$ cat src/rtl/ibus_responder.sv
// ibus_responder: single-outstanding instruction-bus responder in front of a grant/rvalid memory backend.
// Optional last-word buffer enabled by defining IBUS_RESP_BYPASS_EN.
`default_nettype none

package ibus_pkg;
    typedef struct packed {
        logic        valid;
        logic [31:0] addr;
    } ibus_req_t;

    typedef struct packed {
        logic        addr_ok;
        logic        data_ok;
        logic [31:0] data;
    } ibus_resp_t;
endpackage

module ibus_responder
    import ibus_pkg::*;
#(
    parameter logic [31:0] ERR_DATA = 32'h0000_0000
) (
    input  logic        clk,
    input  logic        resetn,
    input  ibus_req_t   ireq,
    output ibus_resp_t  iresp,
    output logic        fetch_err,
    input  logic        inv,
    output logic        mem_req,
    output logic [31:0] mem_addr,
    input  logic        mem_gnt,
    input  logic        mem_rvalid,
    input  logic [31:0] mem_rdata
);

    typedef enum logic [1:0] {
        S_IDLE = 2'd0,
        S_REQ  = 2'd1,
        S_WAIT = 2'd2,
        S_RESP = 2'd3
    } state_t;

    state_t      r_state;
    state_t      w_state_nxt;
    logic [31:0] r_addr_q;
    logic [31:0] r_data_q;
    logic        r_err_q;
    logic        w_aligned;
    logic        w_hit;
    logic        w_fill;

    assign w_aligned = (ireq.addr[1:0] == 2'b00);
    assign w_fill    = (r_state == S_WAIT) && mem_rvalid;

`ifdef IBUS_RESP_BYPASS_EN
    logic        r_buf_valid;
    logic [29:0] r_buf_addr;
    logic [31:0] r_buf_data;

    // A same-cycle invalidate forces a miss so stale code is never returned.
    assign w_hit = r_buf_valid && !inv && w_aligned && (ireq.addr[31:2] == r_buf_addr);

    always_ff @(posedge clk or negedge resetn) begin
        if (!resetn) begin
            r_buf_valid <= 1'b0;
            r_buf_addr  <= '0;
            r_buf_data  <= '0;
        end else if (w_fill) begin
            r_buf_valid <= !inv;
            r_buf_addr  <= r_addr_q[31:2];
            r_buf_data  <= mem_rdata;
        end else if (inv) begin
            r_buf_valid <= 1'b0;
        end
    end

    logic [1:0] w_unused_addr_lsb;
    assign w_unused_addr_lsb = r_addr_q[1:0];
`else
    assign w_hit = 1'b0;

    logic [2:0] w_unused_bits;
    assign w_unused_bits = {inv, r_addr_q[1:0]};
`endif

    always_ff @(posedge clk or negedge resetn) begin
        if (!resetn) begin
            r_state <= S_IDLE;
        end else begin
            r_state <= w_state_nxt;
        end
    end

    always_comb begin
        w_state_nxt   = r_state;
        iresp         = '0;
        iresp.data    = r_data_q;
        fetch_err     = 1'b0;
        mem_req       = 1'b0;
        mem_addr      = '0;
        case (r_state)
            S_IDLE: begin
                // Gate with reset so nothing is acknowledged while held in reset.
                iresp.addr_ok = ireq.valid && resetn;
                if (ireq.valid) begin
                    w_state_nxt = (!w_aligned || w_hit) ? S_RESP : S_REQ;
                end
            end
            S_REQ: begin
                mem_req  = 1'b1;
                mem_addr = {r_addr_q[31:2], 2'b00};
                if (mem_gnt) begin
                    w_state_nxt = S_WAIT;
                end
            end
            S_WAIT: begin
                if (mem_rvalid) begin
                    w_state_nxt = S_RESP;
                end
            end
            S_RESP: begin
                iresp.data_ok = 1'b1;
                fetch_err     = r_err_q;
                w_state_nxt   = S_IDLE;
            end
            default: w_state_nxt = S_IDLE;
        endcase
    end

    always_ff @(posedge clk or negedge resetn) begin
        if (!resetn) begin
            r_addr_q <= '0;
            r_data_q <= '0;
            r_err_q  <= 1'b0;
        end else begin
            if (r_state == S_IDLE && ireq.valid) begin
                r_addr_q <= ireq.addr;
                if (!w_aligned) begin
                    r_data_q <= ERR_DATA;
                    r_err_q  <= 1'b1;
                end else if (w_hit) begin
`ifdef IBUS_RESP_BYPASS_EN
                    r_data_q <= r_buf_data;
`endif
                    r_err_q  <= 1'b0;
                end
            end
            if (w_fill) begin
                r_data_q <= mem_rdata;
                r_err_q  <= 1'b0;
            end
        end
    end

endmodule

`default_nettype wire

$ cat config.mk
export PLATFORM = sky130hd
export DESIGN_NAME = ibus_responder
export DESIGN_NICKNAME = d
export VERILOG_FILES = /design/src/rtl/ibus_responder.sv
export SDC_FILE = /design/constraint.sdc
export NUM_CORES = 1
export LEC_CHECK = 0
export BUFFER_PORTS_ARGS = -buffer_cell sky130_fd_sc_hd__buf_4
export CORE_MARGIN = 2
export CORE_UTILIZATION = 34
export DETAILED_ROUTE_END_ITERATION = 8
export HOLD_SLACK_MARGIN = 0.06
export PLACE_DENSITY = 0.65
export SLEW_MARGIN = 10
export SYNTH_ARGS = -nofsm -noshare
export SYNTH_HDL_FRONTEND = slang
export SYNTH_SLANG_ARGS = --single-unit
$ cat constraint.sdc
create_clock -name clk -period 3.7 [get_ports clk]
set_input_delay 0.37 -clock clk [delete_from_list [all_inputs] [get_ports clk]]
set_output_delay 0.37 -clock clk [all_outputs]
set_load 0.01 [all_outputs]
==> impl_metrics.json, run 1 <==
{
  "root_buffer": "clkbuf_8",
  "syn_area_um2": 2670,
  "combPwrFrac": 0.414,
  "hold_class": "in -> async",
  "ys_types": 19,
  "p_clk_frac": 0.205,
  "slew_headroom": 0.250,
  "dpl.hpwl_um": 4190,
  "seqPwrFrac": 0.381,
  "cts.hold.buffers_added": 0,
  "via_per_inst": 4.63,
  "crit_start": "r_state[1]$_DFFE_PN0P_",
  "synthTopCellsByArea": "dfrtp_1 61%, mux2_2 13%, a22o_1 11%",
  "internal_power_w": 0.00217,
  "yosysWarnings": 0,
  "path_class": "reg -> out",
  "die_h_um": 92.6,
  "grt.overflow.total": 0,
  "ys_ff_latch": 65,
  "cts_max_level": 3,
  "yosys.area.top_type_share": 0.610,
  "ant_nets": 0,
  "diodes": 0,
  "path_cells": "inv_1, ha_1, and2_1, buf_4",
  "p_per_area_nw_per_um2": 795,
  "hold_viol": 0,
  "power.leakage_nw": 2.05,
  "drc_errors": 0,
  "cts_resized": 0,
  "postCtsSetupBuffers": 0,
  "start_util": 0.349,
  "dr_total_vias": 2024,
  "path_clk_slew_ps": 70,
  "synth_top_cell_by_area": "dfrtp_1",
  "worstMarginPinSlew_ps": 1130,
  "min_period_ps": 2320,
  "die_x_um": 92.6,
  "grt_usage": 0.145,
  "drt-pass1-iter-count": 4,
  "grt_first_pass_wirelength_um": 9740,
  "ios": 138,
  "rsz0062_at_grt": "no",
  "dieArea_um2": 8570,
  "max_freq_mhz": 431,
  "holdWs_ps": 225,
  "fp-row-count": 32,
  "antenna_found_initial": 0,
  "switching_share": 0.315,
  "p_total_w": 0.00317,
  "min_period_over_period": 0.627,
  "drt_iter0_drc": 55,
  "drv_slew": 0,
  "place_congestion": 0.736,
  "finalSetupTns_ps": 0,
  "clock_path_buffers": 2,
  "status": "complete, no violations",
  "clock_latency_ps": 320,
  "finalSetupViolations": 0,
  "cp_data_required_time_ps": 3330,
  "final_util": 0.521,
  "ir_drop_mv": 0.343,
  "skew_ps": 6.45,
  "cp-start-kind": "register",
  "grt_pass1_vias": 2056,
  "yosysSeqAreaShare": 0.610,
  "netSwitchingPower_w": 0.000996,
  "finalNetCount": 404,
  "area_growth_pct": 49.2,
  "r2r_start": "r_state[0]$_DFFE_PN0P_",
  "path_delay_family": "adder cells",
  "cp_num_buf_inv": 2,
  "wl_per_cell_um": 13.8,
  "cts_buffers": 9,
  "crit_arrival_ps": 1950,
  "core_um2": 7650,
  "synthCells": 196,
  "grt_max_degree": 66,
  "numPortBuffers": 134,
  "cts_sinks": 65,
  "synth_area_per_cell_um2": 13.6,
  "slowest_stage": "ha_1",
  "rrSetupSlack_ps": 1670,
  "drive_gt1_frac": 0.552,
  "cts_tree": "yes",
  "cap_violations": 0,
  "crit_fanout": 32,
  "drt_wl_total_um": 6030,
  "cp-end-kind": "primary output",
  "slowest_delay_ps": 740
}
[metal layers]
| layer | share of wire | global-route usage | vias to the layer above |
|---|---|---|---|
| li1 | - | - | 951 |
| met1 | 0.42 | 0.190 | 969 |
| met2 | 0.45 | 0.217 | 95 |
| met3 | 0.11 | 0.0496 | 9 |
| met4 | 0.016 | 0.0672 | 0 |
| met5 | 0 | 0 | - |
[power groups by stage]
| stage | Sequential [W] | Combinational [W] | Clock (W) |
|---|---|---|---|
| final | 0.00121 | 0.00131 | 0.000650 |
| after global routing | 0.00125 | 0.00143 | 0.000701 |
| after CTS | 0.00121 | 0.00134 | 0.000678 |
| after detailed placement | 0.00121 | 0.00134 | 0 |
| after global placement | 0.00121 | 0.00131 | 0 |
| after floorplan | 0.00125 | 0.000698 | 0 |
[synth_stat cells]
master     number
dfrtp_1        65
a22o_1         32
and2_1         32
mux2_2         30
clkbuf_1        7
buf_2           6
ha_1            4
inv_1           4
nor2_1          4
a2bb2oi_1       2
buf_4           2
a21oi_1         1
a222oi_1        1
and3_1          1
conb_1          1
inv_2           1
mux2_1          1
mux2i_1         1
nand2_1         1
[registers in the layout (all words and copies together), names as in the netlist]
register	count
r_data_q	32
r_state	2
r_addr_q	30
r_err_q	1
[kinds of logic after synthesis]
group           after synthesis  synth area share
mux                          32             0.135
fa+ha+maj                     4            0.0188
buf+inv                      20            0.0338
flops                        65             0.610
other cells                   1           0.00141
simple gates                 38            0.0844
compound gates               36             0.117
[layout make-up]
| type | count | area [um^2] |
|---|---|---|
| Timing Repair Buffer | 137 | 1030 |
| Sequential cell | 65 | 1630 |
| Inverter | 5 | 18.8 |
| Tap cell | 102 | 128 |
| Clock buffer | 9 | 124 |
| Multi-Input combinational cell | 112 | 961 |
| Clock inverter | 7 | 95.1 |
| Fill cell | 712 | 3670 |
[final timing paths]
kind	end	depth (start not counted)
worst max register to register	r_data_q[8]$_DFFE_PN0P_	4
min in group clk	r_err_q$_DFFE_PN0P_	2
worst min register to register	r_addr_q[29]$_DFFE_PN0P_	1
worst max-delay path	mem_addr[10]	4
worst min-delay path	r_data_q[23]$_DFFE_PN0P_	2
max in group asynchronous	r_addr_q[19]$_DFFE_PN0P_	2
[cell usage in the layout (no fill, tap or decap)]
master      instances
clkbuf_8            9
dfrtp_1            65
and2_1             32
a222oi_1            1
clkinvlp_4          1
a22o_1             32
conb_1              2
nor2_1              4
bufinv_16           2
clkinv_2            2
buf_4             137
a21oi_1             1
inv_2               1
mux2_2             30
inv_1               4
nand2_1             1
mux2i_1             1
clkinv_4            2
ha_1                4
a2bb2oi_2           1
mux2_1              1
a2bb2oi_1           1
and3_1              1
[metrics by stage]
step / area [um^2] / std cells / setup WS, ps
4_1_cts: 3980 / 437 / 1280
3_5_place_dp: 3760 / 421 / 1660
5_1_grt: 3980 / 437 / 1100
2_1_floorplan: 2670 / 197 / 2140
3_3_place_gp: 3760 / 421 / 1670
6_report: 3980 / 437 / 1380
Power figures use the tool's default switching activity.
==> run 2, diff against run 1 <==
ABC_AREA = 1   (was default)
PLACE_DENSITY = 0.64   (was 0.65)
clock period = 2.17 ns   (was 3.7 ns; I/O delays follow)
==> impl_metrics.json, run 2 <==
{
  "core_um2": 8220,
  "drt-pass1-iter-count": 4,
  "ios": 138,
  "max_freq_mhz": 508,
  "die_x_um": 96.3,
  "netSwitchingPower_w": 0.00194,
  "drive_gt1_frac": 0.330,
  "top_register": "r_data_q",
  "power.leakage_nw": 2.64,
  "area_growth_pct": 44.2,
  "slowest_stage": "dfrtp_1",
  "synthCells": 370,
  "hold_viol": 0,
  "grt_usage": 0.150,
  "ys_types": 17,
  "fillerInstances": 805,
  "largest_reg_flops": 32,
  "finalNetCount": 578,
  "ys_ff_latch": 65,
  "status": "complete, no violations",
  "drt_wl_total_um": 6850,
  "final_util": 0.508,
  "yosys.area.top_type_share": 0.562,
  "rsz0062_at_grt": "no",
  "numPortBuffers": 134,
  "cp-start-kind": "register",
  "worstMarginPinSlew_ps": 816,
  "antenna_found_initial": 0,
  "path_clk_slew_ps": 70,
  "fp-row-count": 33,
  "crit_top_cell": "buf_4",
  "p_clk_frac": 0.198,
  "p_total_w": 0.00529,
  "skew_ps": 7.34,
  "cts_resized": 0,
  "die_h_um": 96.3,
  "synth_area_per_cell_um2": 7.82,
  "yosys.cell_count.top_type": "nand2_1",
  "crit_arrival_ps": 1750,
  "dr_total_vias": 2598,
  "diodes": 0,
  "layout_commonest_cell": "nand2_1",
  "hold_class": "in -> async",
  "dpl.hpwl_um": 4910,
  "path_class": "reg -> out",
  "drt_iter0_drc": 81,
  "min_period_over_period": 0.907,
  "synth_top_flop_cell": "dfrtp_1",
  "cp_data_required_time_ps": 1950,
  "dieArea_um2": 9270,
  "p_per_area_nw_per_um2": 1270,
  "cts_sinks": 65,
  "min_period_ps": 1970,
  "grt_pass1_vias": 2402,
  "cap_violations": 0,
  "root_buffer": "clkbuf_8",
  "synth_top_cell_by_area": "dfrtp_1",
  "grt.overflow.total": 0,
  "ir_drop_mv": 0.547,
  "finalSetupTns_ps": 0,
  "cts.hold.buffers_added": 1,
  "synthTopCellsByArea": "dfrtp_1 56%, nand2_1 29%, inv_1 5.1%",
  "combPwrFrac": 0.418,
  "slowest_delay_ps": 400,
  "start_util": 0.352,
  "yosysWarnings": 0,
  "internal_power_w": 0.00335,
  "syn_area_um2": 2890,
  "ant_nets": 0,
  "grt_max_degree": 66,
  "slew_headroom": 0.456,
  "synthTopCellsByCount": "220 x nand2_1, 65 x dfrtp_1, 39 x inv_1",
  "postCtsSetupBuffers": 0,
  "drv_slew": 0,
  "async_flop_share": 1.00,
  "cts_max_level": 3,
  "grt_first_pass_wirelength_um": 10800,
  "switching_share": 0.366,
  "finalSetupViolations": 0,
  "via_per_inst": 4.23,
  "path_cells": "inv_1, ha_1, nand2_2, buf_4, nor2_1, buf_4",
  "reg.largest.list": "r_data_q x32, r_addr_q x30, r_state x2",
  "wl_per_cell_um": 11.2,
  "place_congestion": 0.732,
  "seqPwrFrac": 0.383,
  "cts_buffers": 9,
  "synth-edff-count": 0,
  "drc_errors": 0,
  "crit_fanout": 15,
  "cts_tree": "yes",
  "cp-end-kind": "primary output",
  "yosysSeqAreaShare": 0.562,
  "clock_path_buffers": 2,
  "mostFrequentLayoutCells": "220 x nand2_1, 138 x buf_4, 65 x dfrtp_1, 39 x inv_1",
  "clock_latency_ps": 330
}
run 2: routing by layer:
metal,part of all wire,vias to the layer above,global-route usage
met5,0,-,0
met2,0.44,114,0.240
met3,0.12,10,0.0579
li1,-,1330,-
met4,0.017,0,0.0643
met1,0.42,1144,0.181
run 2: cell type report:
cell class | count | area (um^2) | share of cell area
multi-input combinational | 248 | 1010 | 0.242
clock buffer | 14 | 173 | 0.0414
tap | 105 | 131 | 0.0315
sequential | 65 | 1630 | 0.390
inverter | 41 | 154 | 0.0369
timing repair buffer | 139 | 1050 | 0.251
clock inverter | 2 | 35.0 | 0.00839
run 2: critical path, delay by kind of cell, from the launching register on:
family                     cells  cell delay, ps
DFF                            1             400
and+or+nand+nor                2             290
adders and majority gates      1             240
buffers and inverters          3             480
run 2: worst paths after layout:
kind	start	endpoint	slack, ps	depth (start not counted)
max	r_state[0]$_DFFE_PN0P_	iresp[33]	200	6
min	resetn	r_addr_q[11]$_DFFE_PN0P_	80	2
max reg2reg	r_state[0]$_DFFE_PN0P_	r_addr_q[24]$_DFFE_PN0P_	520	6
min reg2reg	r_data_q[22]$_DFFE_PN0P_	r_data_q[22]$_DFFE_PN0P_	470	2
max in group asynchronous	resetn	r_data_q[10]$_DFFE_PN0P_	1560	2
min in group clk	ireq[28]	r_addr_q[28]$_DFFE_PN0P_	80	3
run 2: kinds of logic after synthesis:
group | after synthesis | synth area share
DFF | 65 | 0.562
and+or+nand+nor | 241 | 0.327
adders and majority gates | 4 | 0.0173
other | 1 | 0.00130
AOI/OAI and AO/OA | 1 | 0.00173
buffers and inverters | 58 | 0.0908
run 2: metrics by stage:
step / hold WS, ps / cell area [um^2] / setup WS (ps) / std cells
floorplan: -78.6 / 2900 / 796 / 371
global placement: 415 / 3960 / 549 / 597
detailed placement: 419 / 3960 / 499 / 597
CTS: 61.7 / 4170 / 158 / 614
global route: 73.5 / 4170 / 78.1 / 614
finish: 77.0 / 4170 / 202 / 614
run 2: power by group through the flow:
stage / logic, W / clock network [W] / registers (W)
floorplan: 0.00123 / 0 / 0.00210
global placement: 0.00223 / 0 / 0.00202
detailed placement: 0.00227 / 0 / 0.00204
CTS: 0.00227 / 0.00110 / 0.00203
global route: 0.00254 / 0.00114 / 0.00209
finish: 0.00221 / 0.00105 / 0.00203
